$ cat config.mk
export PLATFORM = sky130hd
export DESIGN_NAME = uart_transmitter
export DESIGN_NICKNAME = d
export VERILOG_FILES = /design/src/rtl/uart_tx_pkg.sv /design/src/rtl/uart_baud_gen.sv /design/src/rtl/uart_transmitter.sv
export SDC_FILE = /design/constraint.sdc
export NUM_CORES = 1
export LEC_CHECK = 0
export CAP_MARGIN = 30
export CORE_ASPECT_RATIO = 0.75
export CORE_UTILIZATION = 59
export DETAILED_ROUTE_END_ITERATION = 10
export PLACE_DENSITY = 0.82
export SLEW_MARGIN = 20
export SYNTH_ARGS = -nofsm -noshare
export SYNTH_HDL_FRONTEND = slang
export SYNTH_HIERARCHICAL = 1
export SYNTH_SLANG_ARGS = --single-unit
$ cat constraint.sdc
create_clock -name sys_clk -period 6.92 [get_ports sys_clk]
set_input_delay 1.038 -clock sys_clk [delete_from_list [all_inputs] [get_ports sys_clk]]
set_output_delay 1.038 -clock sys_clk [all_outputs]
set_load 0.01 [all_outputs]
$ cat src/rtl/uart_tx_pkg.sv
// uart_tx_pkg: shared state encoding and frame constants for the UART transmitter
package uart_tx_pkg;
    typedef enum logic [2:0] {IDLE, START, DATA, PARITY, STOP} state_t;
    localparam int DATA_BITS  = 8;
    localparam int FRAME_BITS = 11;
endpackage

$ cat src/rtl/uart_baud_gen.sv
// uart_baud_gen: free-running bit-period counter with a one-cycle bit_done pulse every BIT_CLKS cycles
module uart_baud_gen #(
    parameter int BIT_CLKS = 434
) (
    input  logic sys_clk,
    input  logic rst_n,
    input  logic clear,
    output logic bit_done
);
    localparam int W = $clog2(BIT_CLKS);
    logic [W-1:0] cnt;
    assign bit_done = cnt == W'(BIT_CLKS - 1);
    always_ff @(posedge sys_clk) begin
        if (!rst_n || clear) cnt <= '0;
        else cnt <= bit_done ? '0 : cnt + 1'b1;
    end
endmodule

$ cat src/rtl/uart_transmitter.sv
// uart_transmitter: 8-bit UART TX with start, LSB-first data, selectable parity and stop bit
module uart_transmitter import uart_tx_pkg::*; #(
    parameter int CLK_FREQ  = 50_000_000,
    parameter int BAUD_RATE = 115200
) (
    input  logic       sys_clk,
    input  logic       rst_n,
    input  logic       tx_enable,
    input  logic       even_odd,
    input  logic [7:0] tx_data_in,
    output logic       busy,
    output logic       serial_out
);
    localparam int BIT_CLKS = CLK_FREQ / BAUD_RATE;
    localparam int IW = $clog2(DATA_BITS);
    if (BIT_CLKS < 2) begin : g_bit_clks_check
        $fatal(1, "BIT_CLKS must be at least 2");
    end
    state_t state, next_state;
    logic [DATA_BITS-1:0] data_q;
    logic parity_q, bit_done, tx_next, busy_next;
    logic [IW-1:0] idx, idx_next;
    uart_baud_gen #(.BIT_CLKS(BIT_CLKS)) u_baud (
        .sys_clk (sys_clk),
        .rst_n   (rst_n),
        .clear   (state == IDLE),
        .bit_done(bit_done)
    );
    always_ff @(posedge sys_clk) begin
        if (!rst_n) begin
            state      <= IDLE;
            serial_out <= 1'b1;
            busy       <= 1'b0;
            idx        <= '0;
            data_q     <= '0;
            parity_q   <= 1'b0;
        end else begin
            state      <= next_state;
            serial_out <= tx_next;
            busy       <= busy_next;
            idx        <= idx_next;
            if (state == IDLE && tx_enable) begin
                data_q   <= tx_data_in;
                parity_q <= even_odd;
            end
        end
    end
    always_comb begin
        next_state = state;
        case (state)
            IDLE:    next_state = tx_enable ? START : IDLE;
            START:   next_state = bit_done ? DATA : START;
            DATA:    next_state = (bit_done && idx == IW'(DATA_BITS - 1)) ? PARITY : DATA;
            PARITY:  next_state = bit_done ? STOP : PARITY;
            STOP:    next_state = bit_done ? IDLE : STOP;
            default: next_state = IDLE;
        endcase
    end
    // Outputs are computed from the upcoming state so the line is driven straight from a flop
    always_comb begin
        idx_next  = state == IDLE ? '0 : (state == DATA && bit_done) ? idx + 1'b1 : idx;
        busy_next = next_state != IDLE;
        tx_next   = next_state == START  ? 1'b0 :
                    next_state == DATA   ? data_q[idx_next] :
                    next_state == PARITY ? (^data_q ^ parity_q) : 1'b1;
    end
endmodule

After elaboration in Yosys (flattened, before gate mapping) --
Cells that the tools add are included.
Operators by class: bitwise operators 1, add/sub/neg operators 2, multiplexer cells 13, $lt $le $gt $ge 1, equality and inequality tests 9, reduce and logical (&&, ||, !) cells 9
Operator list (number):
- 3-bit case mux with 5 select lines | 1
- 3-bit by 2-bit equality test with 1-bit output, second input constant | 4
- 3-bit 2-to-1 mux | 4
- 9-bit by 1-bit adder with 9-bit output, second input constant | 1
- 9-bit equality test, second input constant | 1
- 8-bit parity | 1
- 3-bit by 1-bit equality test with 1-bit output, second input constant | 2
- 3-bit equality test, second input constant | 2
- 1-bit 2-to-1 mux | 6
- 3-bit by 4-bit < comparator with 1-bit output, second input constant | 1
- 3-bit by 1-bit adder with 3-bit output, second input constant | 1
- 1-bit binary-select mux with 3-bit select | 1
- 1-bit logical AND | 3
- 3-bit zero test | 1
- 3-bit nonzero test | 1
- 2-bit 2-to-1 mux | 1
- 2-bit OR reduction | 1
- 1-bit zero test | 1
- 1-bit logical OR | 1
- 1-bit bitwise XOR | 1
Storage, ports and cells: word-level logic and storage cells 42, bits in registers 26, bits of input ports 12, output and inout bits 2

Depth between registers and ports, before layout --
Gate-level depths: netlist of run 1.
depth in word-level cells 8, gate-level depth with buffers 10

Hierarchy --
Netlist of run 1, hierarchy kept.
By module, submodules not included:
- uart_transmitter | times used 1, cells an instance 106, area an instance 967.2 µm², seq. area each 340.3 µm²
- uart_baud_gen | times used 1, cells an instance 46, area an instance 420.4 µm², seq. area each 180.2 µm²

Worst setup path before layout of run 1 --
OpenSTA, ideal clock, no wires.
path type register -> register, start point reg u_baud.cnt[2], end point reg serial_out, setup slack 4.335 ns, data arrival time 2.450 ns, data required time 6.785 ns, buffers on the path 0, cell stages (with the launch flop) 8, cells stage by stage dfxtp_1 -> or3_4 -> nor3_1 -> nor2b_2 -> a221oi_4 -> mux2_1 -> a311oi_1 -> a22oi_2
On the way: longest elaborated chain between the ends 8, elaborated cells between the ends (all ways) 18
Ends and longest elaborated chain:
- from (decl) | line uart_baud_gen.sv:11 | logic [W-1:0] cnt;
- from (signal assigned) | line uart_baud_gen.sv:15 | else cnt <= bit_done ? '0 : cnt + 1'b1;
- 9-bit equality test * | line uart_baud_gen.sv:12 | assign bit_done = cnt == W'(BIT_CLKS - 1);
- named net bit_done | line uart_transmitter.sv:21 | logic parity_q, bit_done, tx_next, busy_next;
- 1-bit logical AND (on tied branches) | line uart_transmitter.sv:53, uart_transmitter.sv:61
- 1-bit 2-to-1 mux / 3-bit 2-to-1 mux (equally long branches) | line uart_transmitter.sv:53, uart_transmitter.sv:61
- 3-bit case mux with 5 select lines / 3-bit 2-to-1 mux (equally long branches) | line uart_transmitter.sv:50, uart_transmitter.sv:61
- 3-bit by 2-bit equality test with 1-bit output / 1-bit binary-select mux with 3-bit select (equally long branches) | line uart_transmitter.sv:65, uart_transmitter.sv:64
- 1-bit 2-to-1 mux (on tied branches) | line uart_transmitter.sv:65, uart_transmitter.sv:64
- 1-bit 2-to-1 mux | line uart_transmitter.sv:64 | next_state == DATA ? data_q[idx_next] :
- 1-bit 2-to-1 mux * | line uart_transmitter.sv:63 | tx_next = next_state == START ? 1'b0 :
- to (signal assigned) | line uart_transmitter.sv:39 | serial_out <= tx_next;
- to (decl) | line uart_transmitter.sv:12 | output logic serial_out
Mark *: on every way through the listed nets, which the timed path passes. The rest lies on a longest branch. The select of a mux whose other input is x is not followed. A chain may end at the register's enable or synchronous reset.

Worst setup path after layout of run 1 --
Ends and elaborated chain as after synthesis.

==> impl_metrics.toml, run 1 <==
[run_status]
outcome = "finished, violations left"
failed_checks = "DRC"

[cts]
root_buffer = "clkbuf_4"
postCtsResizedCells = 0
postCtsHoldBufs = 0
cts_made_buffers = 3
tritoncts = "done"
post_cts_buffers = 0
htree_levels = 1
clock_path_buffers = 2
path_clk_slew_ns = 0.14
insertion_delay_ns = 0.33
cts.sinks = 26

[routing]
drt_wl_total_um = 2490
ant_nets = 0
drc = 1
drt-pass1-iter-count = 7
wl_per_cell_um = 13.3
vias = 1054
via_per_inst = 5.61
drt_iter0_drc = 78

[placement]
dpl.hpwl_um = 1850
gp_congestion = 0.741
portBuffers = 13

[yosys]
async_flop_share_pct = 0
synth_nets = 168
ys_seq_area_share_pct = 37.5
synth_edf_count = 0
synth_cells = 152
synth_top_area_cell = "dfxtp_1"
ys_warn_count = 6
synth_top_area_share_pct = 37.5
synth-seq-cells = 26
ys.flop_type = "dfxtp_1"
synth_area_leaders = "dfxtp_1 (38%), nand2_1 (6.5%), xnor2_1 (6.3%)"
syn_avg_cell_area_um2 = 9.13
synth_cell_types = 42
syn-cell-area_mm2 = 0.00139

[hold_path]
hp-class = "reg -> reg"

[critical_path]
crit_type = "reg -> reg"
crit_chain = "or3_4 > nor3_1 > nor2b_2 > a221oi_4 > mux2_1 > a311oi_1 > a22oi_2"
crit_end = "serial_out"
worstReg2RegStart = "u_baud/cnt[2]"
required_ns = 7.14
worst_setup_path_end_kind = "register"
cp_max_fo = 9
r2r_cells = 7
startpoint_type = "register"
critPathArrivalTime_ns = 3.21
cp-startpoint = "u_baud/cnt[2]"
ff2ff_setup_slack_ns = 3.92
slowest_delay_ns = 0.69
timing.rr.end = "serial_out"
worst_path_max_delay_cell = "nor3_1"

[timing]
drv_slew = 0
layout_min_cycle_time_ns = 3.00
fin_crit_sh_pct = 43.3
worst_slew_pin_slew_ns = 0.891
finalSetupViolCount = 0
slew_headroom_pct = 40.1
skew_ns = 0.00374
setup_tns_ns = 0
whs_ns = 0.488
fmax_mhz = 334
grt_setup_unrepaired = "no"
hold_violations = 0

[floorplanning]
initial_utilization_pct = 66.0
num_rows = 14
die_h_um = 44
die_area_mm2 = 0.00255
core_area_mm2 = 0.00210
pin_count = 14
die_x_um = 58.0

[power]
ir_worst_vdd_mv = 0.111
p_int_mw = 0.232
seq_power_share_pct = 53.1
switchingPower_mw = 0.0685
switching_share_pct = 22.8
p_leak_nw = 0.530
power_density_mw_per_mm2 = 191
total_power_mw = 0.300
combPwrFrac_pct = 12.1
p_clk_share_pct = 34.9

[global_routing]
grt_pass1_vias = 916
grt_pass1_wl_um = 4220
grt_usage_pct = 22.5
overflow = 0
grt_max_degree = 16
grt_antenna_before_repair = 0

[layout]
n_antenna_cell = 0
most-common-layout-cells = "dfxtp_1 (26), nand2_1 (24), nor2_1 (14)"
syn2layout_area_growth_pct = 13.2
drive_above_1_share_pct = 8.54
fin_nets = 181
final_common_cell = "dfxtp_1"

[job]
cap_violations = 0
worst min path at each step:
stage	from	depth (start not counted)	slack, ns	endpoint
global placement	u_baud/cnt[0]	1	0.45	u_baud/cnt[0]
finish	u_baud/cnt[0]	1	0.49	u_baud/cnt[0]
global route	data_q[6]	2	0.52	data_q[6]
floorplan	u_baud/cnt[0]	1	0.43	u_baud/cnt[0]
detailed placement	u_baud/cnt[0]	1	0.46	u_baud/cnt[0]
CTS	u_baud/cnt[0]	1	0.49	u_baud/cnt[0]
power by group through the flow:
stage	Clock (mW)	Combinational, mW	Sequential [mW]
after floorplan	0	0.0254	0.161
after global placement	0	0.0352	0.162
after detailed placement	0	0.0360	0.163
after CTS	0.108	0.0362	0.159
after global routing	0.115	0.0392	0.160
final	0.105	0.0362	0.159
cell type report:
cell class | instances | area, µm²
multi-input cells | 119 | 830
clock buffers | 3 | 22.5
flip-flops and latches | 26 | 520
fillers | 145 | 532
clock inverters | 1 | 30.0
well taps | 24 | 30.0
repair buffers | 13 | 130
inverters | 2 | 7.51
Yosys cell counts, types with 2 or more instances:
| library cell | count |
|---|---|
| dfxtp_1 | 26 |
| nand2_1 | 24 |
| nor2_1 | 14 |
| a21oi_1 | 13 |
| xnor2_1 | 10 |
| and2_1 | 4 |
| ha_1 | 4 |
| nand3_1 | 4 |
| nor3_1 | 4 |
| o21ai_0 | 4 |
| buf_2 | 3 |
| mux2i_1 | 3 |
| or3_1 | 3 |
| inv_1 | 2 |
| nand3b_1 | 2 |
| nand4_1 | 2 |
| nor2b_1 | 2 |
| nor3b_1 | 2 |
| o31a_1 | 2 |
| xor2_1 | 2 |
metal layers:
| layer | GRT usage (%) | wire (µm) | vias up |
|---|---|---|---|
| met4 | 7.14 | 27 | 0 |
| li1 | - | - | 559 |
| met2 | 31.7 | 1090 | 22 |
| met3 | 6.27 | 110 | 4 |
| met5 | 0 | 0 | - |
| met1 | 33.1 | 1260 | 469 |
registers in the layout (all words and copies together) (netlist names):
name,flops
busy,1
data_q,8
idx,3
parity_q,1
serial_out,1
state,3
u_baud/cnt,9
critical path, delay by kind of cell, from the launching register on:
family	cells	cell delay (ns)
AO/OA/AOI/OAI	3	0.87
AND/OR/NAND/NOR	3	1.24
multiplexers	1	0.38
flip-flops	1	0.39
metrics by stage:
stage          cell area (µm²)  util (%)  cells  setup WS, ns
2_1_floorplan             1390         -    152          4.34
3_3_place_gp              1520      72.2    184          4.17
3_5_place_dp              1520      72.2    184          3.91
4_1_cts                   1570      74.7    188          3.91
5_1_grt                   1570      74.7    188          3.76
6_report                  1570      74.7    188          3.92
cell families (layout without fill, tap and decap cells):
logic type,count (synthesis),after routing,share of synthesized area [%]
simple gates,69,69,26.1
compound gates,30,30,19.5
flops,26,26,37.5
xor+xnor,12,12,7.57
buf+inv,7,19,2.70
fa+ha+maj,4,4,3.61
mux,4,4,2.98
(Power assumes the default switching activity.)
==> inputs of run 2 (changes only) <==
--- a/config.mk
+++ b/config.mk
@@ -7,9 +7,9 @@
 export LEC_CHECK = 0
 export CAP_MARGIN = 30
 export CORE_ASPECT_RATIO = 0.75
-export CORE_UTILIZATION = 59
+export CORE_UTILIZATION = 50
 export DETAILED_ROUTE_END_ITERATION = 10
-export PLACE_DENSITY = 0.82
+export PLACE_DENSITY = 0.74
 export SLEW_MARGIN = 20
 export SYNTH_ARGS = -nofsm -noshare
 export SYNTH_HDL_FRONTEND = slang
==> constraint.sdc (replaced) <==
create_clock -name sys_clk -period 2.65 [get_ports sys_clk]
set_input_delay 0.3975 -clock sys_clk [delete_from_list [all_inputs] [get_ports sys_clk]]
set_output_delay 0.3975 -clock sys_clk [all_outputs]
set_load 0.01 [all_outputs]
==> run 2 against run 1 <==
Compared with the run above:
- die area rose by 17%
- non-clock buffer count rose by 1
- highest routed layer unchanged
- sequential cell count did not move
- the run now ends clean
- routed wire length rose by 0.80%
- via count rose by 4.7%
- critical path depth rose by 2
- largest power group unchanged
- setup slack got worse by 3.8 ns
==> impl_metrics.toml, run 2 (same netlist as run 1, synthesis figures left out) <==
[critical_path]
critPathArrivalTime_ns = 2.64
startpoint_type = "register"
timing.rr.end = "serial_out"
worst_setup_path_end_kind = "register"
required_ns = 2.80
ff2ff_setup_slack_ns = 0.17
crit_type = "reg -> reg"
r2r_cells = 9
cp_max_fo = 9
worstReg2RegStart = "u_baud/cnt[2]"

[hold_path]
hp-class = "reg -> reg"
hold_depth = 1
min_from = "u_baud/cnt[0]"
worst_hold_path.endpoint = "u_baud/cnt[0]"

[floorplanning]
core_area_mm2 = 0.00262
initial_utilization_pct = 52.9
die_area_mm2 = 0.00299
die_h_um = 47.6
pin_count = 14
num_rows = 16
die_x_um = 62.8

[layout]
multi_input_area_um2 = 830
fin_nets = 182
layout.area.seq_um2 = 520
most-common-layout-cells = "dfxtp_1 (26), nand2_1 (24), nor2_1 (14)"
regMostFlops = "u_baud/cnt"
largest_register_ffs = 9
reg_top3 = "u_baud/cnt x9, data_q x8"
n_antenna_cell = 0
final_core_util_pct = 61.5
syn2layout_area_growth_pct = 16.1
drive_above_1_share_pct = 9.09
fill_cells = 231
final_common_cell = "dfxtp_1"

[power]
switching_share_pct = 21.9
switchingPower_mw = 0.183
ir_worst_vdd_mv = 0.230
seq_power_share_pct = 49.7
power_density_mw_per_mm2 = 518
combPwrFrac_pct = 11.1
p_int_mw = 0.653
p_leak_nw = 0.544
p_clk_share_pct = 39.2

[cts]
post_cts_buffers = 0
path_clk_slew_ns = 0.09
root_buffer = "clkbuf_8"
postCtsHoldBufs = 0
cts_made_buffers = 3
postCtsResizedCells = 0
clock_path_buffers = 2
htree_levels = 1
insertion_delay_ns = 0.27
cts.sinks = 26
tritoncts = "done"

[routing]
drt-pass1-iter-count = 4
highest_layer = "met4"
drc = 0
via_per_inst = 5.49
wl_met3_um = 74
drt-met1-wl_um = 1230
wl_per_cell_um = 12.5
ant_nets = 0
wl_met2_um = 1190
vias = 1104
drt_wl_total_um = 2510
drt_iter0_drc = 59

[timing]
fmax_mhz = 403
worst_slew_pin_slew_ns = 0.511
setup_tns_ns = 0
slew_headroom_pct = 65.9
grt_setup_unrepaired = "no"
layout_min_cycle_time_ns = 2.48
drv_slew = 0
finalSetupViolCount = 0
layout_setup_ws_ns = 0.166
fin_crit_sh_pct = 93.7
skew_ns = 0.00214
hold_violations = 0

[global_routing]
grt_pass1_wl_um = 4120
grt_antenna_before_repair = 0
overflow = 0
grt_usage_pct = 18.0
grt_max_degree = 16
grt_pass1_vias = 935

[job]
cap_violations = 0

[placement]
dpl_worst_slack_ns = 0.165
portBuffers = 13
dpl.hpwl_um = 1930
gp_congestion = 0.804

[run_status]
outcome = "finished clean"
-- run 2: cell types whose count changed in the layout (fill, tap and decap cells not counted) --
cell	before	now
buf_4	0	1
clkbuf_4	3	0
clkbuf_8	0	3
-- run 2: final cells by class --
type | count | area share [%]
Clock buffer | 3 | 2.56
Tap cell | 36 | 2.80
Inverter | 2 | 0.466
Sequential cell | 26 | 32.3
Clock inverter | 1 | 1.86
Timing Repair Buffer | 14 | 8.54
Multi-Input combinational cell | 119 | 51.5
-- run 2: critical path, stage by stage, from the launching register on --
cell	delay (ns)
dfxtp_1	0.37
or3_4	0.41
nor3_1	0.14
buf_4	0.19
nand4bb_1	0.16
o211ai_4	0.32
mux2i_1	0.29
nor3_2	0.08
a2111oi_4	0.33
a22oi_2	0.08
-- run 2: worst max path at each step --
| stage | startpoint | to | slack [ns] |
|---|---|---|---|
| floorplan | u_baud/cnt[2] | serial_out | 0.07 |
| global placement | u_baud/cnt[2] | serial_out | 0.22 |
| detailed placement | u_baud/cnt[2] | serial_out | 0.17 |
| CTS | u_baud/cnt[2] | serial_out | 0.15 |
| global route | u_baud/cnt[6] | serial_out | 0.01 |
| finish | u_baud/cnt[2] | serial_out | 0.17 |
-- run 2: power by group through the flow --
| stage | sequential, mW | clock, mW | combinational [mW] |
|---|---|---|---|
| after global routing | 0.417 | 0.350 | 0.104 |
| after floorplan | 0.421 | 0 | 0.0663 |
| after detailed placement | 0.424 | 0 | 0.0938 |
| after global placement | 0.424 | 0 | 0.0922 |
| after CTS | 0.415 | 0.334 | 0.0938 |
| final | 0.415 | 0.328 | 0.0928 |
-- run 2: routing by layer --
metal / vias up / global-route usage [%]
li1: 559 / -
met4: 0 / 2.79
met2: 16 / 31.7
met1: 527 / 23.1
met3: 2 / 5.00
met5: - / 0
-- run 2: metrics by stage --
stage | cell area (µm²) | cells | hold slack, ns | power, mW
floorplan | 1390 | 152 | 0.433 | 0.487
global placement | 1540 | 197 | 0.457 | 0.516
CTS | 1610 | 201 | 0.497 | 0.843
global route | 1610 | 201 | 0.513 | 0.870
finish | 1610 | 201 | 0.487 | 0.835
detailed placement | 1540 | 197 | 0.476 | 0.518
==> inputs of run 3 (changes only) <==
--- a/config.mk
+++ b/config.mk
@@ -9,7 +9,8 @@
 export CORE_ASPECT_RATIO = 0.75
 export CORE_UTILIZATION = 50
 export DETAILED_ROUTE_END_ITERATION = 10
-export PLACE_DENSITY = 0.74
+export GPL_TIMING_DRIVEN = 1
+export PLACE_DENSITY_LB_ADDON = 0.08
 export SLEW_MARGIN = 20
 export SYNTH_ARGS = -nofsm -noshare
 export SYNTH_HDL_FRONTEND = slang
==> run 3 against run 2 <==
Compared with the run above:
- combinational power increased by 1%
- via count decreased by 4.5%
- first-iteration DRC count up 19%
- critical path type unchanged
- largest cell class unchanged
==> impl_metrics.toml, run 3 (same netlist as run 1, synthesis figures left out) <==
[run_status]
outcome = "finished clean"

[cts]
postCtsResizedCells = 0
clock_path_buffers = 2
tritoncts = "done"
insertion_delay_ns = 0.27
post_cts_buffers = 0
root_buffer = "clkbuf_8"
postCtsHoldBufs = 0
cts_made_buffers = 3
htree_levels = 1
path_clk_slew_ns = 0.09
cts.sinks = 26

[layout]
reg_top3 = "u_baud/cnt x9, data_q x8"
design_area_mm2 = 0.00162
stdcell_count = 202
syn2layout_area_growth_pct = 16.7
final_common_cell = "dfxtp_1"
drive_above_1_share_pct = 9.64
final_core_util_pct = 61.7
fin_nets = 183
fill_cells = 242
most-common-layout-cells = "dfxtp_1 (26), nand2_1 (24), nor2_1 (14)"
n_antenna_cell = 0
regMostFlops = "u_baud/cnt"
largest_register_ffs = 9

[timing]
slew_headroom_pct = 63.7
worst_slew_pin_slew_ns = 0.544
grt_setup_unrepaired = "no"
layout_min_cycle_time_ns = 2.45
drv_slew = 0
setup_tns_ns = 0
fin_crit_sh_pct = 92.5
layout_setup_ws_ns = 0.198
finalSetupViolCount = 0
hold_violations = 0
fmax_mhz = 408
skew_ns = 0.00462
whs_ns = 0.480

[global_routing]
grt_pass1_wl_um = 4120
grt_pass1_vias = 879
grt_max_degree = 16
grt_usage_pct = 18.0
grt_antenna_before_repair = 0
overflow = 0

[routing]
wl_per_cell_um = 12.3
drt_iter0_drc = 70
drt-pass1-iter-count = 4
drc = 0
drt_wl_total_um = 2480
via_per_inst = 5.22
ant_nets = 0
vias = 1054

[critical_path]
worst_setup_path_end_kind = "register"
crit_chain = "or3_4 > nor3_1 > buf_4 > nand4bb_1 > o211ai_4 > mux2i_1 > nor3_2 > a2111oi_4 > a22oi_2"
crit_type = "reg -> reg"
slowest_delay_ns = 0.41
ff2ff_setup_slack_ns = 0.20
worst_path_max_delay_cell = "or3_4"
critPathArrivalTime_ns = 2.59
required_ns = 2.79
startpoint_type = "register"
cp_max_fo = 9
cp_num_buf_inv = 1
crit_family = "simple AND/OR/NAND/NOR gates"

[floorplanning]
die_h_um = 47.6
initial_utilization_pct = 52.9
pin_count = 14
num_rows = 16
die_area_mm2 = 0.00299
core_area_mm2 = 0.00262
die_x_um = 62.8

[power]
power_density_mw_per_mm2 = 514
total_power_mw = 0.833
combPwrFrac_pct = 11.3
p_leak_nw = 0.548
switching_share_pct = 21.6
seq_power_share_pct = 49.8
ir_worst_vdd_mv = 0.364
p_clk_share_pct = 38.9
p_int_mw = 0.653
switchingPower_mw = 0.180

[job]
cap_violations = 0

[placement]
dpl.hpwl_um = 1910
portBuffers = 13
placed_cell_area_mm2 = 0.00154
post-place-cells = 197
dpl_worst_slack_ns = 0.157
gp_congestion = 0.825

[hold_path]
hp-class = "reg -> reg"
## run 3: cell types whose count changed in the layout (fill, tap and decap cells not counted), sizes merged
| cell | delta |
|---|---|
| buf | +1 |
## run 3: path summary, 6_finish.rpt
path / startpoint / to / cells after the start
min reg2reg: u_baud/cnt[0] / u_baud/cnt[0] / 1
max: u_baud/cnt[2] / serial_out / 9
min: u_baud/cnt[0] / u_baud/cnt[0] / 1
max reg2reg: u_baud/cnt[2] / serial_out / 9
## run 3: power by group through the flow
stage	Sequential (mW)	Clock, mW	Combinational, mW
6_report	0.415	0.324	0.0937
5_1_grt	0.417	0.348	0.104
4_1_cts	0.415	0.333	0.0945
3_5_place_dp	0.424	0	0.0945
3_3_place_gp	0.424	0	0.0929
2_1_floorplan	0.421	0	0.0663
## run 3: cell type report
type	instances	area [µm²]	area share (%)
Clock buffer	3	41.3	2.55
Sequential cell	26	520	32.1
Timing Repair Buffer	15	145	8.96
Inverter	2	7.51	0.464
Clock inverter	1	30.0	1.85
Multi-Input combinational cell	119	830	51.2
Tap cell	36	45.0	2.78
## run 3: layer usage
metal  share of wire, %  GRT usage, %  vias up  wire [µm]
met3                4.0          4.29        0        100
li1                   -             -      564          -
met4                  0          1.40        0          0
met1                 53          24.9      473       1310
met5                  0             0        -          0
met2                 43          30.4       17       1070
